===== config.mk =====
export PLATFORM = sky130hd
export DESIGN_NAME = mem_controller
export DESIGN_NICKNAME = d
export VERILOG_FILES = /design/src/rtl/mc_pkg.sv /design/src/rtl/mem_controller.sv
export SDC_FILE = /design/constraint.sdc
export NUM_CORES = 1
export LEC_CHECK = 0
export ABC_AREA = 1
export CAP_MARGIN = 5
export CORE_AREA = 4 4 208 210
export CTS_CLUSTER_SIZE = 20
export DETAILED_ROUTE_END_ITERATION = 7
export DIE_AREA = 0 0 212 214
export GPL_ROUTABILITY_DRIVEN = 0
export HOLD_SLACK_MARGIN = 0.1
export SYNTH_ARGS = -nofsm -noshare
export SYNTH_HDL_FRONTEND = slang
export SYNTH_SLANG_ARGS = --single-unit

===== constraint.sdc =====
create_clock -name mem_clk -period 5.9 [get_ports mem_clk]
set_input_delay 1.77 -clock mem_clk [delete_from_list [all_inputs] [get_ports mem_clk]]
set_output_delay 1.77 -clock mem_clk [all_outputs]
set_load 0.02 [all_outputs]

===== src/rtl/mc_pkg.sv =====
// Shared sizing and FSM state type for the operand memory controller.
package mc_pkg;

    localparam int unsigned DATA_W = 64;
    localparam int unsigned ADDR_W = 6;
    localparam int unsigned DEPTH  = 64;

    typedef enum logic [1:0] {
        IDLE,
        LOAD,
        STREAM,
        DONE
    } state_e;

endpackage


===== src/rtl/mem_controller.sv =====
// Loads operand pairs into an external dual-output RAM, then streams them back
// to a consumer through a ready/valid interface with a registered output stage.
module mem_controller #(
    parameter int unsigned DATA_W = mc_pkg::DATA_W,
    parameter int unsigned ADDR_W = mc_pkg::ADDR_W,
    parameter int unsigned DEPTH  = mc_pkg::DEPTH
) (
    input  logic              mem_clk,
    input  logic              mem_rst,
    input  logic              flush,
    input  logic              ld_valid,
    output logic              ld_ready,
    input  logic [DATA_W-1:0] ld_opa,
    input  logic [DATA_W-1:0] ld_opb,
    input  logic              ld_last,
    output logic              mem_we,
    output logic [ADDR_W-1:0] mc_address_mem_opa,
    output logic [ADDR_W-1:0] mc_address_mem_opb,
    output logic [DATA_W-1:0] mem_data_in_opa,
    output logic [DATA_W-1:0] mem_data_in_opb,
    input  logic [DATA_W-1:0] mem_data_out_opa,
    input  logic [DATA_W-1:0] mem_data_out_opb,
    output logic              op_valid,
    input  logic              op_ready,
    output logic [DATA_W-1:0] op_a,
    output logic [DATA_W-1:0] op_b,
    output logic              op_last,
    output logic              busy,
    output logic              done,
    output logic [ADDR_W:0]   count
);
    import mc_pkg::*;

    localparam logic [ADDR_W:0] DEPTH_C = (ADDR_W+1)'(DEPTH);
    localparam logic [ADDR_W:0] ONE_C   = (ADDR_W+1)'(1);

    state_e            state_q, state_d;
    logic [ADDR_W:0]   wr_ptr_q, wr_ptr_d;
    logic [ADDR_W:0]   rd_ptr_q, rd_ptr_d;
    logic [ADDR_W:0]   count_q, count_d;
    logic              op_valid_q, op_valid_d;
    logic              op_last_q, op_last_d;
    logic [DATA_W-1:0] op_a_q, op_a_d;
    logic [DATA_W-1:0] op_b_q, op_b_d;
    logic [ADDR_W-1:0] addr;
    logic              accept;
    logic              consume;

    always_ff @(posedge mem_clk or posedge mem_rst) begin
        if (mem_rst) begin
            state_q    <= IDLE;
            wr_ptr_q   <= '0;
            rd_ptr_q   <= '0;
            count_q    <= '0;
            op_valid_q <= 1'b0;
            op_last_q  <= 1'b0;
            op_a_q     <= '0;
            op_b_q     <= '0;
        end else begin
            state_q    <= state_d;
            wr_ptr_q   <= wr_ptr_d;
            rd_ptr_q   <= rd_ptr_d;
            count_q    <= count_d;
            op_valid_q <= op_valid_d;
            op_last_q  <= op_last_d;
            op_a_q     <= op_a_d;
            op_b_q     <= op_b_d;
        end
    end

    always_comb begin
        state_d    = state_q;
        wr_ptr_d   = wr_ptr_q;
        rd_ptr_d   = rd_ptr_q;
        count_d    = count_q;
        op_valid_d = op_valid_q;
        op_last_d  = op_last_q;
        op_a_d     = op_a_q;
        op_b_d     = op_b_q;
        ld_ready   = 1'b0;
        mem_we     = 1'b0;
        accept     = 1'b0;
        addr       = wr_ptr_q[ADDR_W-1:0];
        consume    = op_valid_q & op_ready;

        case (state_q)
            IDLE: begin
                ld_ready = (wr_ptr_q < DEPTH_C);
                accept   = ld_valid & ld_ready;
                if (accept) begin
                    mem_we   = 1'b1;
                    wr_ptr_d = ONE_C;
                    count_d  = ONE_C;
                    state_d  = ld_last ? STREAM : LOAD;
                end
            end
            LOAD: begin
                ld_ready = (wr_ptr_q < DEPTH_C);
                accept   = ld_valid & ld_ready;
                if (accept) begin
                    mem_we   = 1'b1;
                    wr_ptr_d = wr_ptr_q + ONE_C;
                    count_d  = count_q + ONE_C;
                    if (ld_last || (wr_ptr_q == DEPTH_C - ONE_C)) begin
                        state_d = STREAM;
                    end
                end
            end
            STREAM: begin
                addr = rd_ptr_q[ADDR_W-1:0];
                // RAM read data is combinational, so the output register fills
                // whenever it is empty or being drained this cycle.
                if ((rd_ptr_q < count_q) && (!op_valid_q || op_ready)) begin
                    op_a_d     = mem_data_out_opa;
                    op_b_d     = mem_data_out_opb;
                    op_valid_d = 1'b1;
                    op_last_d  = (rd_ptr_q == count_q - ONE_C);
                    rd_ptr_d   = rd_ptr_q + ONE_C;
                end else if (consume) begin
                    op_valid_d = 1'b0;
                    op_last_d  = 1'b0;
                end
                if (consume && op_last_q) begin
                    state_d = DONE;
                end
            end
            DONE: begin
                wr_ptr_d = '0;
                rd_ptr_d = '0;
                state_d  = IDLE;
            end
            default: state_d = IDLE;
        endcase

        if (flush) begin
            state_d    = IDLE;
            wr_ptr_d   = '0;
            rd_ptr_d   = '0;
            count_d    = '0;
            op_valid_d = 1'b0;
            op_last_d  = 1'b0;
            mem_we     = 1'b0;
        end
        if (mem_rst) begin
            mem_we = 1'b0;
        end
    end

    assign mc_address_mem_opa = addr;
    assign mc_address_mem_opb = addr;
    assign mem_data_in_opa    = ld_opa;
    assign mem_data_in_opb    = ld_opb;
    assign op_valid           = op_valid_q;
    assign op_last            = op_last_q;
    assign op_a               = op_a_q;
    assign op_b               = op_b_q;
    assign count              = count_q;
    assign busy               = (state_q != IDLE);
    assign done               = (state_q == DONE);

endmodule


After elaboration in Yosys (flattened, before gate mapping). Cells that the tools add are included.

Register bits after elaboration: 153. Input bits: 262. Output and inout bits: 281. Logic and storage cells: 75.

Multiplexer cells: 30. Equality and inequality tests: 10. Add/subtract/negate cells: 4. Bitwise logic cells: 2. Reductions and logical operators: 19. Order comparisons: 2.

Operators by type and width (number): $mux W7 (7); $pmux W7 S2 (2); $add A7 B1 Y7 const B (3); $pmux W7 S3 (1); $ne A3 B3 Y1 const B (5); $mux W1 (12); $mux W2 (6); $reduce_bool A3 Y1 (3); $pmux W2 S4 (1); $eq A7 B6 Y1 const B (1); $eq A7 B7 Y1 (1); $lt A7 B7 Y1 (1); $lt A7 B7 Y1 const B (1); $sub A7 B1 Y7 const B (1); $mux W6 (1); $reduce_and A2 Y1 (3); $reduce_and A3 Y1 (2); $eq A2 B2 Y1 const B (2); $reduce_and A4 Y1 (1); $reduce_bool A2 Y1 (2); $reduce_bool A4 Y1 (1); $and A1 B1 Y1 (2); $eq A2 B1 Y1 const B (1); $logic_and A1 B1 Y1 (2); other kinds (4) (5).

Logic depth before layout (Yosys ltp).
Depth in word-level cells: 6. Mapped depth: 12. Gate-level depth less buffers: 12.

Worst setup path before layout. OpenSTA, ideal clock, no wires.

Path kind: input port to output port. From: in flush. To: out mem_we. Path buffers: 1. Setup slack: 1.691 ns. Arrival time: 2.439 ns. Data required time: 4.130 ns. Stages on the path: 2. Cells stage by stage: buf_2 > nor3_1.

Cells in the longest elaborated chain, start to end: 2.

Ends and longest elaborated chain: start, declared (line mem_controller.sv:10) `input logic flush,`; $mux W1 (line mem_controller.sv:135) `if (flush) begin`; $mux W1 (line mem_controller.sv:144) `if (mem_rst) begin`; end, declared (line mem_controller.sv:16) `output logic mem_we,`.

Every way passes these cells.

Worst setup path after layout.
From: in ld_valid. To: out mem_we.

Cells in the longest elaborated chain, start to end: 5.

Ends and longest elaborated chain: start, declared (line mem_controller.sv:11) `input logic ld_valid,`; $and A1 B1 Y1 (line mem_controller.sv:89, mem_controller.sv:99); $mux W1 (line mem_controller.sv:90, mem_controller.sv:100); $mux W1; $mux W1 (line mem_controller.sv:135); $mux W1 (line mem_controller.sv:144).

Every way passes these cells.

==> flow_metrics.tcl <==
set metrics [dict create \
    pre_cts_slack_ns 0.8313 \
    p_total_mw 5.146 \
    clk_latency_ns 0.48 \
    seq_power_share_pct 32.2 \
    syn_area_per_cell_um2 8.107 \
    combinationalPowerShare_pct 44.3 \
    rows 75 \
    numCtsBuffers 17 \
    areaGrowthSynthToFinish_pct 39.51 \
    initialDrtViolationCount 329 \
    criticalPathCategory "in2out" \
    die_height_um 214 \
    antenna_found_initial 1 \
    nNetsFinal 1377 \
    skew_ns 0.02513 \
    crit_arrival_ns 3.30 \
    cts_max_level 4 \
    power_density_nw_per_um2 476.5 \
    routed_wl_um 24960 \
    finalHoldViolations 0 \
    synth_seq_area_share_pct 49.45 \
    drive_above_1_share_pct 4.313 \
    cts_setup_buffers 0 \
    fin_area_um2 10800 \
    avgViaCountPerCell 3.889 \
    io_buffer_count 286 \
    p_leak_nw 5.106 \
    io_pins 543 \
    ys_seq_elements 153 \
    finalCriticalPeriod_ns 5.066 \
    clk_pin_slew_worst_paths_ns 0.06 \
    min_path_type "reg2reg" \
    switching_share_pct 39.20 \
    cts_resized 0 \
    switchingPower_mw 2.017 \
    finalWorstSetupSlack_ns 0.8343 \
    coreArea_um2 41570 \
    detail-route-antenna-nets 0 \
    grt_max_degree 74 \
    vias 6425 \
    internal_power_mw 3.129 \
    clockBufferDepth 2 \
    slew_headroom_pct 49.20 \
    cp_cell_sequence "clkdlybuf4s50_1, nand2_1, inv_1, nand2_1, nor3_1, clkdlybuf4s50_1" \
    ctsHoldBuffers 0 \
    cts_sinks 153 \
    routedWlPerCell_um 15.11 \
    outcome "completed" \
    worstMarginPinSlew_ns 0.7620 \
    syn-cell-area_um2 7742 \
    first_global_vias 6629 \
    post_synth_num_cell_types 29 \
    yosys_warnings 0 \
    final_util_pct 25.98 \
    cap_violations 0 \
    maxSlewViolCount 0 \
    fin_crit_sh_pct 85.86 \
    finalNonFillerCells 1652 \
    die_area_um2 45370 \
    synth_nets 1232 \
    drc 0 \
    required_ns 4.13 \
    finalSetupViolations 0 \
    rsz0062_at_grt "no" \
    clkPwrFrac_pct 23.5 \
    synthCells 955 \
    placedCellCount 1620 \
    slowest_stage "clkdlybuf4s50_1" \
    cp_max_fo 3 \
    finalSetupTns_ns 0 \
    tritoncts "yes" \
    post-dp-hpwl_um 18450 \
    worstSetupEndpointType "primary output" \
    fp.dieW_um 212 \
    max_freq_mhz 197.4 \
    critical_path.startpoint_type "input pin" \
    drt_pass1_iterations 4 \
    initial_core_util_pct 18.62 \
    grt_overflow 0 \
    irDropWorstVdd_v 0.0002532 \
    clockRootBuffer "clkbuf_16" \
    grtUsageTotal_pct 11.07 \
    slowest_delay_ns 0.63 \
    grt_pass1_wl_um 38500 \
    place_area_um2 10170 \
    fin_hold_ws_ns 0.4767 \
    r2r_slack_ns 3.22 \
    antenna_cells 0 \
]
## power by group through the flow
stage               clock network [mW]  registers, mW  logic, mW
finish                            1.21           1.66       2.28
global route                      1.30           1.71       2.49
CTS                               1.26           1.66       2.33
detailed placement                   0           1.67       2.32
global placement                     0           1.66       2.29
floorplan                            0           2.12      0.864
## cells by family after synthesis
family	share of synthesized area, %
AO/OA/AOI/OAI	2.796
XOR/XNOR	0.8566
adder cells (fa/ha/maj)	2.424
buffers and inverters	17.49
flip-flops	49.45
AND/OR/NAND/NOR	26.99
## final timing paths
path	end	from	cells past startpoint
worst max-delay path	mem_we	ld_valid	6
max in group asynchronous	op_b[6]	mem_rst	3
worst min register to register	op_a[20]	op_a[20]	2
worst max register to register	rd_ptr_q[3]	count[2]	10
min in group asynchronous	count[1]	mem_rst	2
worst min-delay path	op_a[20]	op_a[20]	2
## critical path: cells and delay by family
| kind | cells | cell delay (ns) |
|---|---|---|
| buf+inv | 3 | 1.20 |
| simple gates | 3 | 0.32 |
## synth_stat cells
library cell | n | area [µm²]
nor2_1 | 36 | 135.1
xnor2_1 | 2 | 17.52
a21oi_1 | 10 | 50.05
o221ai_1 | 1 | 8.760
clkbuf_1 | 4 | 15.01
buf_2 | 17 | 85.08
o21ai_0 | 25 | 125.1
or2_2 | 1 | 6.260
nand3b_1 | 1 | 7.510
nor2_4 | 1 | 11.26
inv_2 | 3 | 11.26
dfrtp_1 | 153 | 3829
xnor3_1 | 1 | 22.52
nor3b_1 | 3 | 22.52
buf_4 | 143 | 1074
ha_1 | 15 | 187.7
nand3_1 | 28 | 140.1
xor2_1 | 3 | 26.28
nand4_1 | 3 | 18.77
nand2_1 | 450 | 1689
nand3_2 | 1 | 10.01
nor3_1 | 5 | 25.02
o31ai_1 | 1 | 7.510
o211ai_1 | 2 | 15.01
buf_6 | 2 | 22.52
nand2_4 | 1 | 11.26
inv_1 | 39 | 146.4
nor2_2 | 2 | 12.51
o21ai_1 | 2 | 10.01
## sequential cells by signal, indices dropped and copies added, names as in the netlist
signal	flops
count	7
op_a	64
op_b	64
op_last	1
op_valid	1
rd_ptr_q	7
state_q	2
wr_ptr_q	7
## final cells by class
cell class	count	area, µm²
fillers	4472	30770
flip-flops and latches	153	3829
repair buffers	292	2933
multi-input cells	594	2567
well taps	539	674.4
clock buffers	17	425.4
clock inverters	15	207.7
inverters	42	165.2
## layout by cell type, fill, tap and decap left out, types with 3 or more instances in the layout
master	count
dfrtp_1	153
nand2_1	450
inv_8	4
o21ai_0	25
nor3b_1	3
clkbuf_16	17
xor2_1	3
nor2_1	36
nand4_1	3
ha_1	15
bufinv_16	3
buf_4	4
clkdlybuf4s50_1	286
a21oi_1	10
nor3_1	5
nand3_1	28
inv_1	38
inv_6	5
## per-layer routing
metal | global-route usage (%) | share of wire (%) | up-vias | routed length, µm
met5 | 0.7543 | 0.17 | - | 42
met4 | 6.678 | 5.2 | 2 | 1302
met3 | 6.180 | 11 | 86 | 2822
met2 | 16.59 | 45 | 291 | 11220
met1 | 12.12 | 38 | 2960 | 9578
li1 | - | - | 3086 | -
Note: power is estimated with default switching activity, not from simulation.
